<file path="src/rtl/or_gate_core.sv">
// rtl/or_gate_core.sv - bitwise OR with registered copy, reduction flag, sticky accumulator and hit counter
//
// Purpose: y = a | b is the zero-latency primary output and depends on nothing
// but a and b. The clocked side keeps a pipelined copy, a reduction flag, a
// per-bit sticky accumulator and a saturating hit counter for status/debug.
// Ports (a, b, y first so a positional (a, b, y) hookup works as a plain gate):
//   a, b      in  WIDTH  operands
//   y         out WIDTH  combinational a | b
//   clk       in  1      rising-edge clock
//   rst       in  1      synchronous active-high reset of all registers
//   clr       in  1      synchronous clear of sticky_q and hit_cnt
//   y_q       out WIDTH  a | b sampled at the previous edge
//   any_q     out 1      |(a | b) sampled at the previous edge
//   sticky_q  out WIDTH  OR of every y since the last reset or clear
//   hit_cnt   out CNT_W  cycles with any bit set, saturating at all-ones

module or_gate_core #(
  parameter int WIDTH = 1,
  parameter int CNT_W = 8
) (
  input  logic [WIDTH-1:0] a,
  input  logic [WIDTH-1:0] b,
  output logic [WIDTH-1:0] y,
  input  logic             clk,
  input  logic             rst,
  input  logic             clr,
  output logic [WIDTH-1:0] y_q,
  output logic             any_q,
  output logic [WIDTH-1:0] sticky_q,
  output logic [CNT_W-1:0] hit_cnt
);

  localparam logic [CNT_W-1:0] CNT_MAX = '1;

  logic any;

  // No masking: X/Z on an operand propagates with plain | semantics.
  assign y   = a | b;
  assign any = |y;

  always_ff @(posedge clk) begin
    if (rst) begin
      y_q      <= '0;
      any_q    <= 1'b0;
      sticky_q <= '0;
      hit_cnt  <= '0;
    end else begin
      // The pipelined copy follows the inputs even while clr is asserted.
      y_q   <= y;
      any_q <= any;
      if (clr) begin
        // clr beats a same-cycle hit: that hit is neither counted nor accumulated.
        sticky_q <= '0;
        hit_cnt  <= '0;
      end else begin
        sticky_q <= sticky_q | y;
        if (any && (hit_cnt != CNT_MAX)) begin
          hit_cnt <= hit_cnt + 1'b1;
        end
      end
    end
  end

endmodule

</file>
<file path="config.mk">
export PLATFORM = sky130hd
export DESIGN_NAME = or_gate_core
export DESIGN_NICKNAME = d
export VERILOG_FILES = /design/src/rtl/or_gate_core.sv
export SDC_FILE = /design/constraint.sdc
export NUM_CORES = 1
export LEC_CHECK = 0
export BUFFER_PORTS_ARGS = -buffer_cell sky130_fd_sc_hd__buf_2
export CORE_AREA = 2 2 39 41
export DETAILED_ROUTE_END_ITERATION = 12
export DIE_AREA = 0 0 41 43
export PLACE_DENSITY = 0.61
export SETUP_SLACK_MARGIN = 0.02
export SYNTH_ARGS = -nofsm -noshare
export SYNTH_HDL_FRONTEND = slang
export SYNTH_SLANG_ARGS = --single-unit
</file>
<file path="constraint.sdc">
create_clock -name clk -period 1.6 [get_ports clk]
set_clock_uncertainty 0.2 [all_clocks]
set_input_delay 0.08 -clock clk [delete_from_list [all_inputs] [get_ports clk]]
set_output_delay 0.08 -clock clk [all_outputs]
set_load 0.1 [all_outputs]
</file>
==> results of run 1 <==
-- cells in the mapped netlist, types with 2 or more instances --
cell	n	share of area
nand3_1	2	0.020
nand4_1	2	0.025
inv_1	3	0.023
nand2_1	5	0.038
dfxtp_1	10	0.41
o21ai_0	2	0.020
a21oi_1	4	0.041
and3_1	3	0.038
or3_1	3	0.038
nor2_1	4	0.030
mux2i_1	4	0.081
-- metrics by stage --
step / util / instances / setup slack [ns] / hold slack, ns / power [mW]
2_1_floorplan: - / 55 / -0.107 / -0.0586 / 0.342
3_3_place_gp: 0.454 / 87 / 0.103 / 0.107 / 0.363
3_5_place_dp: 0.454 / 87 / 0.0868 / 0.108 / 0.363
4_1_cts: 0.495 / 94 / 0.0684 / 0.0349 / 0.558
5_1_grt: 0.495 / 94 / 0.00320 / 0.0715 / 0.580
6_report: 0.495 / 94 / 0.0693 / 0.0328 / 0.549
-- power breakdown --
group          total (mW)  internal [mW]  leakage [nW]  switching [mW]
Combinational       0.108         0.0245         0.201          0.0836
Clock               0.186         0.0903        0.0154          0.0957
Sequential          0.255          0.250        0.0866         0.00518
-- critical path: cells and delay by family (launching register included) --
family | cells | cell delay, ns
flip-flops | 1 | 0.36
AO/OA/AOI/OAI | 1 | 0.27
AND/OR/NAND/NOR | 1 | 0.24
multiplexers | 1 | 0.22
adder cells (fa/ha/maj) | 1 | 0.16
-- layout by cell type, fill, tap and decap left out --
master and count:
a2111oi_2 1, a211oi_1 1, a21oi_1 4, a31oi_1 1, a41o_2 1, and3_1 3, and3_2 1, and4_1 1
buf_2 16, buf_4 1, clkbuf_4 3, clkinv_1 1, dfxtp_1 1, dfxtp_2 5, dfxtp_4 4, dlygate4sd3_1 3
ha_4 1, inv_1 3, mux2i_1 4, nand2_1 5, nand3_1 2, nand4_1 2, nor2_1 4, o2111ai_1 1
o211a_1 1, o21a_1 1, o21ai_0 2, o31ai_1 1, o41ai_1 1, or3_1 3
-- kinds of logic after synthesis --
| logic type | count (synthesis) | share of synthesized area |
|---|---|---|
| flip-flops | 10 | 0.405 |
| AO/OA/AOI/OAI | 15 | 0.228 |
| AND/OR/NAND/NOR | 21 | 0.223 |
| adder cells (fa/ha/maj) | 1 | 0.0253 |
| multiplexers | 4 | 0.0810 |
| buffers and inverters | 4 | 0.0380 |
-- metal layers --
| layer | vias up | wire [µm] |
|---|---|---|
| met3 | 5 | 36 |
| met5 | - | 0 |
| li1 | 259 | - |
| met2 | 9 | 541 |
| met4 | 0 | 43 |
| met1 | 234 | 534 |
-- flip-flops by register name (all words and copies together) (netlist names) --
register / flops
hit_cnt: 8
any_q: 1
sticky_q: 1
-- worst min path at each step --
stage | depth (start not counted) | endpoint | slack, ns
detailed placement | 2 | hit_cnt[5]$_SDFFE_PP0P_ | 0.11
floorplan | 1 | hit_cnt[5]$_SDFFE_PP0P_ | -0.06
CTS | 4 | sticky_q$_SDFF_PP0_ | 0.03
global route | 4 | sticky_q$_SDFF_PP0_ | 0.07
global placement | 2 | hit_cnt[5]$_SDFFE_PP0P_ | 0.11
finish | 4 | sticky_q$_SDFF_PP0_ | 0.03
-- final cells by class --
class	instances	area (µm²)	share of cell area
flip-flops and latches	10	221	0.324
multi-input cells	41	288	0.420
clock buffers	3	22.5	0.0329
clock inverters	1	3.75	0.00548
inverters	3	11.3	0.0165
repair buffers	20	118	0.172
well taps	16	20.0	0.0293
-- repair_timing --
| item | in CTS | in global routing |
|---|---|---|
| hold endpoints to repair | 5 | 0 |
| hold buffers | 3 | 0 |
| endpoints found under the setup margin | 0 | 2 |
==> impl_metrics.py, run 1 <==
metrics = {
    "run_status": {
        "status": "finished, final reports clean",
    },
    "cells_and_area": {
        "diodes": 0,
        "syn_to_final_growth_pct": 38.5,
        "fin_area_um2": 684,
        "drive_above_1_share": 0.423,
        "layout.nets": 85,
        "fillers": 145,
    },
    "die": {
        "die_area_um2": 1760,
        "die_w_um": 41,
        "initial_core_util": 0.357,
        "core_um2": 1380,
        "num_rows": 14,
        "io_pins": 17,
        "die_y_um": 43,
    },
    "setup_path": {
        "cp_cell_sequence": "ha_4 > and4_1 > a21oi_1 > mux2i_1",
        "required_ns": 1.59,
        "crit_fanout": 5,
        "crit_path_start": "hit_cnt[1]$_SDFFE_PP0P_",
        "rrSetupSlack_ns": 0.07,
        "worst-r2r-cell-count": 4,
        "slowest_stage": "dfxtp_4",
        "endpoint_kind": "flop",
        "worst_path_largest_cell_delay_ns": 0.36,
        "cp_data_arrival_time_ns": 1.52,
        "crit_type": "flop to flop",
        "cp-start-kind": "flop",
        "r2r_end": "hit_cnt[0]$_SDFFE_PP0P_",
        "reg2reg_from": "hit_cnt[1]$_SDFFE_PP0P_",
        "setup.worst_path.end": "hit_cnt[0]$_SDFFE_PP0P_",
    },
    "timing": {
        "slew_headroom": 0.677,
        "finalCriticalPeriod_ns": 1.53,
        "tns_ns": 0,
        "final-hold-violation-count": 0,
        "max_freq_mhz": 653,
        "post-route-period-util": 0.957,
        "final_max_slew_viol_count": 0,
        "worst_pin_slew_ns": 0.487,
        "setup_viol": 0,
        "rsz0062_at_grt": "yes",
    },
    "global_routing": {
        "met3_usage": 0.0628,
        "antenna_found_initial": 0,
        "grt_pass1_wl_um": 2040,
        "grt_max_degree": 9,
        "gr-usage-met2": 0.241,
        "met1_usage": 0.231,
        "grt_busiest_layer": "met2",
        "grt_pass1_vias": 484,
        "grt_usage": 0.182,
        "gr-total-overflow": 0,
    },
    "synth": {
        "synth.distinct_cells": 24,
        "synth_edf_count": 0,
        "ys_warn_count": 0,
        "synth_ff_type": "dfxtp_1",
        "synthesis.area_um2": 494,
        "synth_nets": 61,
        "synthCells": 55,
        "ys_seq_area_frac": 0.405,
        "syn_avg_cell_area_um2": 8.99,
        "ys_async_sr_fraction": 0,
        "synth_seq_cells": 10,
    },
    "cts": {
        "cts_buffers": 3,
        "ctsResizeCount": 0,
        "cts_root_buf": "clkbuf_4",
        "clk_path_buf_depth": 2,
        "htree_levels": 1,
        "clk_latency_ns": 0.27,
        "cts_tree": "yes",
        "postCtsSetupBuffers": 0,
        "clk_pin_slew_ns": 0.07,
        "cts_sinks": 10,
    },
    "detailed_routing": {
        "wire_per_inst_um": 12.3,
        "drc": 0,
        "num_vias": 507,
        "vias_per_cell": 5.39,
        "postRouteAntennaNets": 0,
        "drt-initial-drc-count": 4,
        "wirelength_um": 1160,
        "dr.pass1.iters": 5,
    },
    "power_and_ir_drop": {
        "ir_drop_v": 0.000266,
        "leakagePower_nw": 0.303,
        "powerDensity_nw_per_um2": 802,
    },
    "job": {
        "drv_cap": 0,
    },
    "worst_hold_path": {
        "min-delay-start": "a",
        "hold_path_class": "primary input to flop",
    },
    "placement": {
        "hpwlAfterDp_um": 841,
        "placed_area_um2": 628,
        "portBuffers": 16,
        "place.gp.congestion": 0.793,
    },
}
No activity file was read; power rests on OpenSTA's default activity.
==> run 2, diff against run 1 <==
- MAX_ROUTING_LAYER: default -> met4
- RECOVER_POWER: default -> 100
==> impl_metrics.py, run 2 (same netlist as run 1, synthesis figures left out) <==
metrics = {
    "timing": {
        "fin_hold_ws_ns": 0.0375,
        "max_freq_mhz": 654,
        "final_max_slew_viol_count": 0,
        "worst_pin_slew_ns": 0.543,
        "finalCriticalPeriod_ns": 1.53,
        "tns_ns": 0,
        "setup_viol": 0,
        "rsz0062_at_grt": "yes",
        "slew_headroom": 0.640,
        "final-hold-violation-count": 0,
        "post-route-period-util": 0.956,
    },
    "cells_and_area": {
        "stdcell_count": 94,
        "largest_reg_flops": 8,
        "syn_to_final_growth_pct": 37.2,
        "largestRegisters": "hit_cnt: 8 flops, any_q: 1 flops, sticky_q: 1 flops",
        "final_cell_mix": "12 x clkbuf_2, 6 x dfxtp_2, 5 x nand2_1",
        "multi_input_area_um2": 287,
        "diodes": 0,
        "largest_register": "hit_cnt",
        "drive_above_1_share": 0.385,
        "layout.nets": 85,
        "fin_util": 0.490,
        "final_common_cell": "clkbuf_2",
        "seq_area_um2": 219,
        "fillers": 147,
    },
    "cts": {
        "clk_path_buf_depth": 2,
        "clk_latency_ns": 0.27,
        "htree_levels": 1,
        "cts_buffers": 3,
        "ctsResizeCount": 0,
        "cts_sinks": 10,
        "clk_pin_slew_ns": 0.07,
        "postCtsSetupBuffers": 0,
        "cts_root_buf": "clkbuf_4",
        "cts_tree": "yes",
    },
    "detailed_routing": {
        "drt-initial-drc-count": 12,
        "dr.pass1.iters": 4,
        "vias_per_cell": 5.41,
        "wire_per_inst_um": 12.4,
        "wirelength_um": 1170,
        "postRouteAntennaNets": 0,
        "num_vias": 509,
        "drc": 0,
    },
    "power_and_ir_drop": {
        "seqPwrFrac": 0.466,
        "clockPowerShare": 0.339,
        "powerDensity_nw_per_um2": 811,
        "swShare": 0.337,
        "p_int_uw": 365,
        "power_uw": 550,
        "leakagePower_nw": 0.291,
        "p_sw_uw": 185,
        "ir_drop_v": 0.000267,
        "power_frac_comb": 0.195,
    },
    "setup_path": {
        "cp_cell_sequence": "ha_4 > and4_1 > a21oi_1 > mux2i_1",
        "slowest_stage": "dfxtp_4",
        "r2r_end": "hit_cnt[0]$_SDFFE_PP0P_",
        "worst_path_largest_cell_delay_ns": 0.37,
        "worst-r2r-cell-count": 4,
        "crit_type": "flop to flop",
        "cp-start-kind": "flop",
        "cp_data_arrival_time_ns": 1.52,
        "required_ns": 1.59,
        "reg2reg_from": "hit_cnt[0]$_SDFFE_PP0P_",
        "crit_fanout": 6,
        "rrSetupSlack_ns": 0.07,
        "path_buf_inv": 0,
        "endpoint_kind": "flop",
        "crit_family": "flip-flops",
    },
    "worst_hold_path": {
        "min-delay-start": "a",
        "min_path_cells": 4,
        "hold-path-endpoint": "sticky_q$_SDFF_PP0_",
        "hold_path_class": "primary input to flop",
    },
    "placement": {
        "hpwlAfterDp_um": 841,
        "portBuffers": 16,
        "dp.cells": 87,
        "place.gp.congestion": 0.805,
    },
    "global_routing": {
        "antenna_found_initial": 0,
        "grt_usage": 0.187,
        "grt_pass1_wl_um": 2040,
        "gr-total-overflow": 0,
        "grt_pass1_vias": 484,
        "grt_max_degree": 9,
    },
    "run_status": {
        "status": "finished, final reports clean",
    },
    "die": {
        "die_area_um2": 1760,
        "num_rows": 14,
        "die_w_um": 41,
        "initial_core_util": 0.357,
        "core_um2": 1380,
        "die_y_um": 43,
        "io_pins": 17,
    },
    "job": {
        "drv_cap": 0,
    },
}
run 2: how the worst max path moves through the flow:
stage,to,cells past startpoint,start,slack (ns)
2_1_floorplan,hit_cnt[5]$_SDFFE_PP0P_,3,hit_cnt[4]$_SDFFE_PP0P_,-0.11
3_3_place_gp,hit_cnt[5]$_SDFFE_PP0P_,4,hit_cnt[0]$_SDFFE_PP0P_,0.10
3_5_place_dp,hit_cnt[3]$_SDFFE_PP0P_,4,hit_cnt[0]$_SDFFE_PP0P_,0.09
4_1_cts,hit_cnt[0]$_SDFFE_PP0P_,4,hit_cnt[0]$_SDFFE_PP0P_,0.07
5_1_grt,hit_cnt[0]$_SDFFE_PP0P_,4,hit_cnt[0]$_SDFFE_PP0P_,0.003
6_report,hit_cnt[0]$_SDFFE_PP0P_,4,hit_cnt[0]$_SDFFE_PP0P_,0.07
run 2: power groups by stage:
| stage | combinational (mW) | sequential, mW | clock, mW |
|---|---|---|---|
| 5_1_grt | 0.115 | 0.257 | 0.208 |
| 3_5_place_dp | 0.103 | 0.261 | 0 |
| 2_1_floorplan | 0.0409 | 0.301 | 0 |
| 6_report | 0.107 | 0.256 | 0.186 |
| 4_1_cts | 0.109 | 0.255 | 0.195 |
| 3_3_place_gp | 0.103 | 0.260 | 0 |
run 2: timing repair:
item,4_1_cts,5_1_grt
hold endpoints to repair,5,0
hold buffers,3,0
endpoints found under the setup margin,0,2
run 2: per-layer routing:
| layer | global-route usage | wire length [µm] | up-vias |
|---|---|---|---|
| li1 | - | - | 258 |
| met1 | 0.231 | 538 | 230 |
| met2 | 0.241 | 535 | 16 |
| met3 | 0.0628 | 48 | 5 |
| met4 | 0.140 | 43 | 0 |
| met5 | - | 0 | - |
run 2: worst min-delay path, cell delays in order:
cell and delay (ns):
buf_2 0.12, nor2_1 0.08, inv_1 0.10, o21a_1 0.10
run 2: metrics by stage:
| stage | instance area [µm²] | setup WS, ns |
|---|---|---|
| global route | 678 | 0.00332 |
| global placement | 628 | 0.103 |
| floorplan | 528 | -0.107 |
| finish | 678 | 0.0708 |
| CTS | 684 | 0.0684 |
| detailed placement | 628 | 0.0868 |
run 2: layout make-up:
cell class              instances  area share
multi-input cells              41       0.423
flip-flops and latches         10       0.323
repair buffers                 20       0.170
clock buffers                   3      0.0332
well taps                      16      0.0295
inverters                       3      0.0166
clock inverters                 1     0.00554
